<file path="config.mk">
export PLATFORM = sky130hd
export DESIGN_NAME = returns_scanner
export DESIGN_NICKNAME = d
export VERILOG_FILES = /design/src/rtl/returns_scanner.sv
export SDC_FILE = /design/constraint.sdc
export NUM_CORES = 1
export LEC_CHECK = 0
export CAP_MARGIN = 20
export CORE_MARGIN = 2
export CORE_UTILIZATION = 27
export DETAILED_ROUTE_END_ITERATION = 6
export HOLD_SLACK_MARGIN = 0.03
export PLACE_DENSITY = 0.5
export SYNTH_ARGS = -nofsm -noshare
export SYNTH_HDL_FRONTEND = slang
export SYNTH_SLANG_ARGS = --single-unit
</file>
<file path="constraint.sdc">
create_clock -name clk -period 2.5 [get_ports clk]
set_input_delay 0.25 -clock clk [delete_from_list [all_inputs] [get_ports clk]]
set_output_delay 0.25 -clock clk [all_outputs]
set_load 0.01 [all_outputs]
</file>
<file path="src/rtl/returns_scanner.sv">
// returns_scanner: a 4-entry queue of item words {U,P,C,M}. Items are loaded
// while idle, then scanned out one per cycle to an external combinational
// checker, whose discount/stolen answers are tallied.
// Optional feature: define RETURNS_SCANNER_ALARM_EN to enable the sticky
// stolen-item alarm; otherwise the alarm port is tied to 0.
//
// Handshake: on each cycle with chk_valid=1 the checker must answer
// combinationally on chk_discount/chk_stolen. The scanner samples those answers
// and pops the presented item on the same rising edge. There is no
// back-pressure: items are presented back-to-back.
module returns_scanner (
  input  logic       clk,
  input  logic       reset,
  input  logic [3:0] item_in,
  input  logic       load,
  input  logic       start,
  output logic [2:0] chk_upc,
  output logic       chk_mark,
  output logic       chk_valid,
  input  logic       chk_discount,
  input  logic       chk_stolen,
  output logic       full,
  output logic       empty,
  output logic       busy,
  output logic       done,
  output logic [2:0] disc_count,
  output logic [2:0] stolen_count,
  output logic       alarm,
  output logic [1:0] dbg_state
);

  localparam logic [1:0] IDLE = 2'd0;
  localparam logic [1:0] SCAN = 2'd1;
  localparam logic [1:0] DONE = 2'd2;

  logic [3:0] r_mem [0:3];
  logic [1:0] r_rd_ptr;
  logic [1:0] r_wr_ptr;
  logic [2:0] r_count;
  logic [1:0] r_state;
  logic [2:0] r_disc;
  logic [2:0] r_stol;

  logic [1:0] w_state_eff;
  logic       w_start_acc;
  logic       w_load_acc;
  logic       w_pop;
  logic [3:0] w_head;

  // DONE behaves as IDLE in any cycle with load or start, so the request is
  // handled in that same cycle.
  always_comb begin
    w_state_eff = r_state;
    if (r_state == DONE && (load || start)) w_state_eff = IDLE;
  end

  assign w_start_acc = (w_state_eff == IDLE) && start;
  assign w_load_acc  = (w_state_eff == IDLE) && load && !start && !full;
  assign w_pop       = (r_state == SCAN);
  assign w_head      = r_mem[r_rd_ptr];

  assign full         = (r_count == 3'd4);
  assign empty        = (r_count == 3'd0);
  assign busy         = (r_state == SCAN);
  assign done         = (r_state == DONE);
  assign chk_valid    = (r_state == SCAN);
  assign chk_upc      = chk_valid ? w_head[3:1] : 3'd0;
  assign chk_mark     = chk_valid ? w_head[0] : 1'b0;
  assign disc_count   = r_disc;
  assign stolen_count = r_stol;
  assign dbg_state    = r_state;

  // Queue storage: write the accepted item at the tail.
  always_ff @(posedge clk) begin
    if (w_load_acc) r_mem[r_wr_ptr] <= item_in;
  end

  // Queue pointers and occupancy; push and pop never coincide.
  always_ff @(posedge clk) begin
    if (reset) begin
      r_rd_ptr <= 2'd0;
      r_wr_ptr <= 2'd0;
      r_count  <= 3'd0;
    end else if (w_load_acc) begin
      r_wr_ptr <= r_wr_ptr + 2'd1;
      r_count  <= r_count + 3'd1;
    end else if (w_pop) begin
      r_rd_ptr <= r_rd_ptr + 2'd1;
      r_count  <= r_count - 3'd1;
    end
  end

  // Control FSM: IDLE -> SCAN (or DONE when empty) -> DONE.
  always_ff @(posedge clk) begin
    if (reset) begin
      r_state <= IDLE;
    end else begin
      case (w_state_eff)
        IDLE:    r_state <= start ? ((r_count != 3'd0) ? SCAN : DONE) : IDLE;
        SCAN:    r_state <= (r_count == 3'd1) ? DONE : SCAN;
        DONE:    r_state <= DONE;
        default: r_state <= IDLE;
      endcase
    end
  end

  // Tallies: cleared by an accepted start, accumulated on every scan edge.
  // At most four items per scan, so three bits never wrap.
  always_ff @(posedge clk) begin
    if (reset || w_start_acc) begin
      r_disc <= 3'd0;
      r_stol <= 3'd0;
    end else if (w_pop) begin
      r_disc <= r_disc + {2'd0, chk_discount};
      r_stol <= r_stol + {2'd0, chk_stolen};
    end
  end

`ifdef RETURNS_SCANNER_ALARM_EN
  logic r_alarm;
  // Sticky alarm: set by any stolen item seen during a scan.
  always_ff @(posedge clk) begin
    if (reset || w_start_acc) r_alarm <= 1'b0;
    else if (w_pop && chk_stolen) r_alarm <= 1'b1;
  end
  assign alarm = r_alarm;
`else
  assign alarm = 1'b0;
`endif

endmodule

</file>
# Yosys cells after proc, flatten, opt, wreduce, memory -nomap -nowiden
# Memory sizes are Yosys's and may differ from the RTL's. A register that Yosys moved wholly into a read port is not among the register bits.
# Cells that the tools add are included.
# op_classes
add_sub_neg,6
eq_ne,6
mux,13
bitwise_logic,1
n_reduce_logical,14
# op_table
operator,n
two-way mux 2 bit,6
two-way mux 3 bit,3
adder 3 x 1 -> 3 bit,2
one-hot mux 2 bit (3 select lines),1
logical AND 1 bit,5
"adder 2 x 1 -> 2 bit, second input constant",2
"equality test 2 x 1 -> 1 bit, second input constant",2
"equality test 2 bit, second input constant",2
"adder 3 x 1 -> 3 bit, second input constant",1
"equality test 3 x 1 -> 1 bit, second input constant",1
"equality test 3 bit, second input constant",1
zero test 3 bit,1
two-way mux 1 bit,3
nonzero test 3 bit,1
"subtractor 3 x 1 -> 3 bit, second input constant",1
zero test 1 bit,2
zero test 2 bit,1
logical OR 1 bit,2
AND reduction 2 bit,1
nonzero test 2 bit,1
NOT 1 bit,1
# totals
regBits,15
mem_bits_rw,16
output_inout_bits,18
memories,1
# memory_table
name,depth,word_bits,rd,rd_ports_with_merged_regs,wr,line_no,source
r_mem,4,4,1,1,1,36,logic [3:0] r_mem [0:3];

# Depth between registers and ports, before layout
# Gate-level depths: netlist (run 1).
# depth
depth_word,11
depth_mapped,6
depth_no_buf,6

# Least setup slack after synthesis (run 1)
# No wires, ideal clock.
# synth_timing
kind,register -> register
from,register r_count[0]
to,register r_count[0]
setup_ns,0.121
arrival_ns,1.451
required_time_ns,2.379
setup_slack_ns,0.928
stages_incl_launch_ff,7
n_path_buf,0
period_less_slack_ns,1.572
path_cell_list,dfxtp_1 -> inv_1 -> ha_1 -> nand2_1 -> inv_1 -> o21ai_1 -> mux2_2
# synth_between
elab_chain_cells,4
word_cells_on_any_way,8
cone_classes,add/sub: 2; eq/ne: 1; mux: 2; reduce/logical: 3
# synth_lines
element,line_no,source
from (decl),39,logic [2:0] r_count;
from (signal assigned),86,r_count <= r_count + 3'd1;
from (signal assigned),89,r_count <= r_count - 3'd1;
equality test 3 bit *,62,assign full = (r_count == 3'd4);
net full,22,"output logic full,"
zero test 1 bit *,58,assign w_load_acc = (w_state_eff == IDLE) && load && !start && !full;
logical AND 1 bit *,58,
two-way mux 3 bit / nonzero test 2 bit (equally long branches),-,
# Mark *: on every way through the listed nets, which the timed path passes. The rest lies on a longest branch. The select of a mux whose other input is x is not followed.
# A chain may end at the register's enable or synchronous reset.

# Worst setup path in the final report (run 1)
# layout_timing
from,"register r_state[0], in the netlist dbg_state[0]"
to,output chk_upc[2]
# layout_between
elab_chain_cells,2
# layout_lines
element,line_no,source
from (decl),40,logic [1:0] r_state;
from (signal assigned),99,IDLE: r_state <= start ? ((r_count != 3'd0) ? SCAN : DONE) : IDLE;
from (signal assigned),100,SCAN: r_state <= (r_count == 3'd1) ? DONE : SCAN;
equality test 2 x 1 -> 1 bit,66,assign chk_valid = (r_state == SCAN);
two-way mux 3 bit,67,assign chk_upc = chk_valid ? w_head[3:1] : 3'd0;
to (decl),17,"output logic [2:0] chk_upc,"
# No other way between the ends.

==> metrics.yaml, run 1 <==
global_route:
  antenna_found_initial: 0
  grt-ovfl-total: 0
  grtUsageTotal: 0.101
  grt_pass1_wl_um: 4820
  grt_pass1_vias: 1033
  grt_max_degree: 14
route:
  wl_met3_um: 125
  wl_um: 2840
  vias_per_cell: 4.35
  drt-met1-wl_um: 1240
  drc: 0
  vias: 1005
  wl_per_cell_um: 12.3
  wl_met2_um: 1410
  top_layer: "met4"
  postRouteAntennaNets: 0
  drtIter0Drc: 47
  firstDrtPassIters: 3
critical_path:
  crit_slowest_cell: "dfxtp_1"
  critPathMaxFanout: 13
  critical_path_class: "register to primary output"
  path_cells: "nand2b_1 -> inv_1 -> and2_1 -> clkdlybuf4s50_1"
  critPathArrivalTime_ns: 2.01
  cp.required_ns: 2.25
  end_kind: "primary output"
  crit_path_start_kind: "register"
  max_stage_delay_ns: 0.57
cts:
  cts_tree: "built"
  root_buffer: "clkbuf_8"
  hold_buffers: 0
  h-tree-depth: 2
  clk_pin_slew_ns: 0.06
  cts.sinks: 33
  clk_latency_ns: 0.28
  post_cts_resized: 0
  numCtsBuffers: 5
  postCtsSetupRepairBufs: 0
  cts_buffer_depth: 2
final_layout:
  drive_above_1_share: 0.107
  final_common_cell: "clkdlybuf4s50_1"
  diodes: 0
  fin_util: 0.362
  most-common-layout-cells: "clkdlybuf4s50_1 (26), dfxtp_1 (17), edfxtp_1 (16)"
  area_delta_synth_final_pct: 29.7
  nets: 180
min_path:
  hold_path_class: "register to register"
synth:
  synthesis.area_mm2: 0.00153
  ys_seq_elements: 33
  synth_nets: 151
  yosysWarnings: 0
  yosysUniqueCellTypes: 36
  syn_inst: 129
  synth.avg_cell_area_um2: 11.8
  yosysSeqAreaShare: 0.538
die:
  initial_utilization: 0.279
  rows: 27
  die_h_um: 79.2
  dieArea_mm2: 0.00627
  die_w_um: 79.2
  core_mm2: 0.00547
  boundaryPins: 28
timing:
  fmax_mhz: 443
  min_period_ns: 2.26
  skew_ns: 0.00503
  grt_setup_unrepaired: "no"
  hold_viol: 0
  setup_viol: 0
  post-route-period-util: 0.902
  setup-tns-final_ns: 0
  post-route-worst-setup-slack_ns: 0.244
  slew_violations: 0
power:
  seqPwrFrac: 0.430
  clkPwrFrac: 0.339
  p_per_area_mw_per_mm2: 778
  swShare: 0.267
  p_comb_frac: 0.232
  power.internal_mw: 1.13
  leakage_nw: 0.726
  ir_worst_vdd_uv: 228
  p_switching_mw: 0.410
placement:
  place.gp.congestion: 0.731
  dpl_worst_slack_ns: 0.525
  place_hpwl_um: 2080
  port_buffers: 26
run:
  drv_cap: 0
status:
  status: "finished clean"
==> cells in the mapped netlist, drive strengths merged <==
| library cell | number | area (µm²) |
|---|---|---|
| a21o | 1 | 7.51 |
| o311ai | 1 | 8.76 |
| dfxtp | 17 | 340 |
| xor2 | 3 | 26.3 |
| or3b | 2 | 20.0 |
| o21a | 1 | 7.51 |
| and2 | 4 | 25.0 |
| nor2 | 7 | 26.3 |
| buf | 4 | 25.0 |
| nand2 | 10 | 37.5 |
| ha | 12 | 150 |
| nand3 | 2 | 10.0 |
| clkbuf | 2 | 7.51 |
| a221oi | 1 | 8.76 |
| and3 | 4 | 25.0 |
| edfxtp | 16 | 480 |
| mux2 | 1 | 11.3 |
| inv | 6 | 22.5 |
| mux4 | 4 | 90.1 |
| or3 | 2 | 12.5 |
| a311oi | 1 | 8.76 |
| conb | 1 | 3.75 |
| or2b | 1 | 7.51 |
| nor3b | 2 | 20.0 |
| a21oi | 9 | 45.0 |
| nor2b | 2 | 12.5 |
| nand2b | 3 | 18.8 |
| a31oi | 1 | 6.26 |
| o21ai | 3 | 15.0 |
| nand3b | 4 | 30.0 |
| xnor2 | 1 | 8.76 |
| a211oi | 1 | 7.51 |
==> metrics by stage <==
step	area, µm²	cells	hold WS, ns	power, mW
final	1980	231	0.479	1.54
after global routing	1980	231	0.496	1.63
after CTS	1980	231	0.479	1.56
after floorplan	1530	129	0.349	0.890
after detailed placement	1860	223	0.469	1.04
after global placement	1860	223	0.460	1.03
==> worst max-delay path: cells and delay by family, from the launching register on <==
| family | cells | cell delay, ns |
|---|---|---|
| buffers and inverters | 2 | 0.84 |
| and+or+nand+nor | 2 | 0.31 |
| DFF | 1 | 0.57 |
==> power by group through the flow <==
stage	Combinational, mW	Clock, mW	Sequential, mW
detailed placement	0.361	0	0.675
CTS	0.362	0.535	0.663
finish	0.356	0.522	0.661
global route	0.403	0.557	0.672
floorplan	0.232	0	0.658
global placement	0.360	0	0.672
==> per-layer routing <==
| metal | vias to the layer above | GRT usage |
|---|---|---|
| met5 | - | 0 |
| met4 | 0 | 0.0517 |
| met3 | 7 | 0.0307 |
| met2 | 23 | 0.170 |
| met1 | 464 | 0.116 |
| li1 | 511 | - |
==> cells by family after synthesis <==
| logic type | synth area share |
|---|---|
| fa+ha+maj | 0.0984 |
| buf+inv | 0.0361 |
| mux | 0.0664 |
| other cells | 0.00246 |
| xor+xnor | 0.0230 |
| compound gates | 0.0754 |
| flops | 0.538 |
| simple gates | 0.161 |
==> layout make-up <==
class                      count  area, µm²
fill                         549       3490
sequential                    33        821
multi-input combinational     84        651
timing repair buffer          28        275
tap                           72       90.1
clock buffer                   6       82.6
clock inverter                 2       37.5
inverter                       6       22.5
==> sequential cells by signal (all words and copies together), names as in the netlist, named ones only <==
name          count
r_count           3
r_rd_ptr          2
stolen_count      3
r_wr_ptr          2
r_mem            16
dbg_state         2
disc_count        3
==> final timing paths <==
| path | slack [ns] | depth (start not counted) | to | startpoint |
|---|---|---|---|---|
| worst max-delay path | 0.24 | 4 | chk_upc[2] | dbg_state[0] |
| worst max register to register | 0.72 | 6 | r_count[0] | r_count[0] |
| worst min-delay path | 0.48 | 2 | stolen_count[1] | stolen_count[1] |
| worst min register to register | 0.48 | 2 | stolen_count[1] | stolen_count[1] |
Note: power is estimated with default switching activity, not from simulation.
==> run 2: changes to the inputs <==
--- a/config.mk
+++ b/config.mk
@@ -5,12 +5,14 @@
 export SDC_FILE = /design/constraint.sdc
 export NUM_CORES = 1
 export LEC_CHECK = 0
+export ABC_CLOCK_PERIOD_IN_PS = 2500
 export CAP_MARGIN = 20
 export CORE_MARGIN = 2
 export CORE_UTILIZATION = 27
 export DETAILED_ROUTE_END_ITERATION = 6
 export HOLD_SLACK_MARGIN = 0.03
 export PLACE_DENSITY = 0.5
+export SLEW_MARGIN = 20
 export SYNTH_ARGS = -nofsm -noshare
 export SYNTH_HDL_FRONTEND = slang
 export SYNTH_SLANG_ARGS = --single-unit
==> results of run 2 <==
No change in the layout: final DEF, timing and power equal those of run 1.
==> run 3: changes to the inputs <==
--- a/config.mk
+++ b/config.mk
@@ -5,11 +5,11 @@
 export SDC_FILE = /design/constraint.sdc
 export NUM_CORES = 1
 export LEC_CHECK = 0
-export ABC_CLOCK_PERIOD_IN_PS = 2500
 export CAP_MARGIN = 20
 export CORE_MARGIN = 2
 export CORE_UTILIZATION = 27
 export DETAILED_ROUTE_END_ITERATION = 6
+export GPL_TIMING_DRIVEN = 1
 export HOLD_SLACK_MARGIN = 0.03
 export PLACE_DENSITY = 0.5
 export SLEW_MARGIN = 20
==> results of run 3 <==
No change in the layout: final DEF, timing and power equal those of run 1.
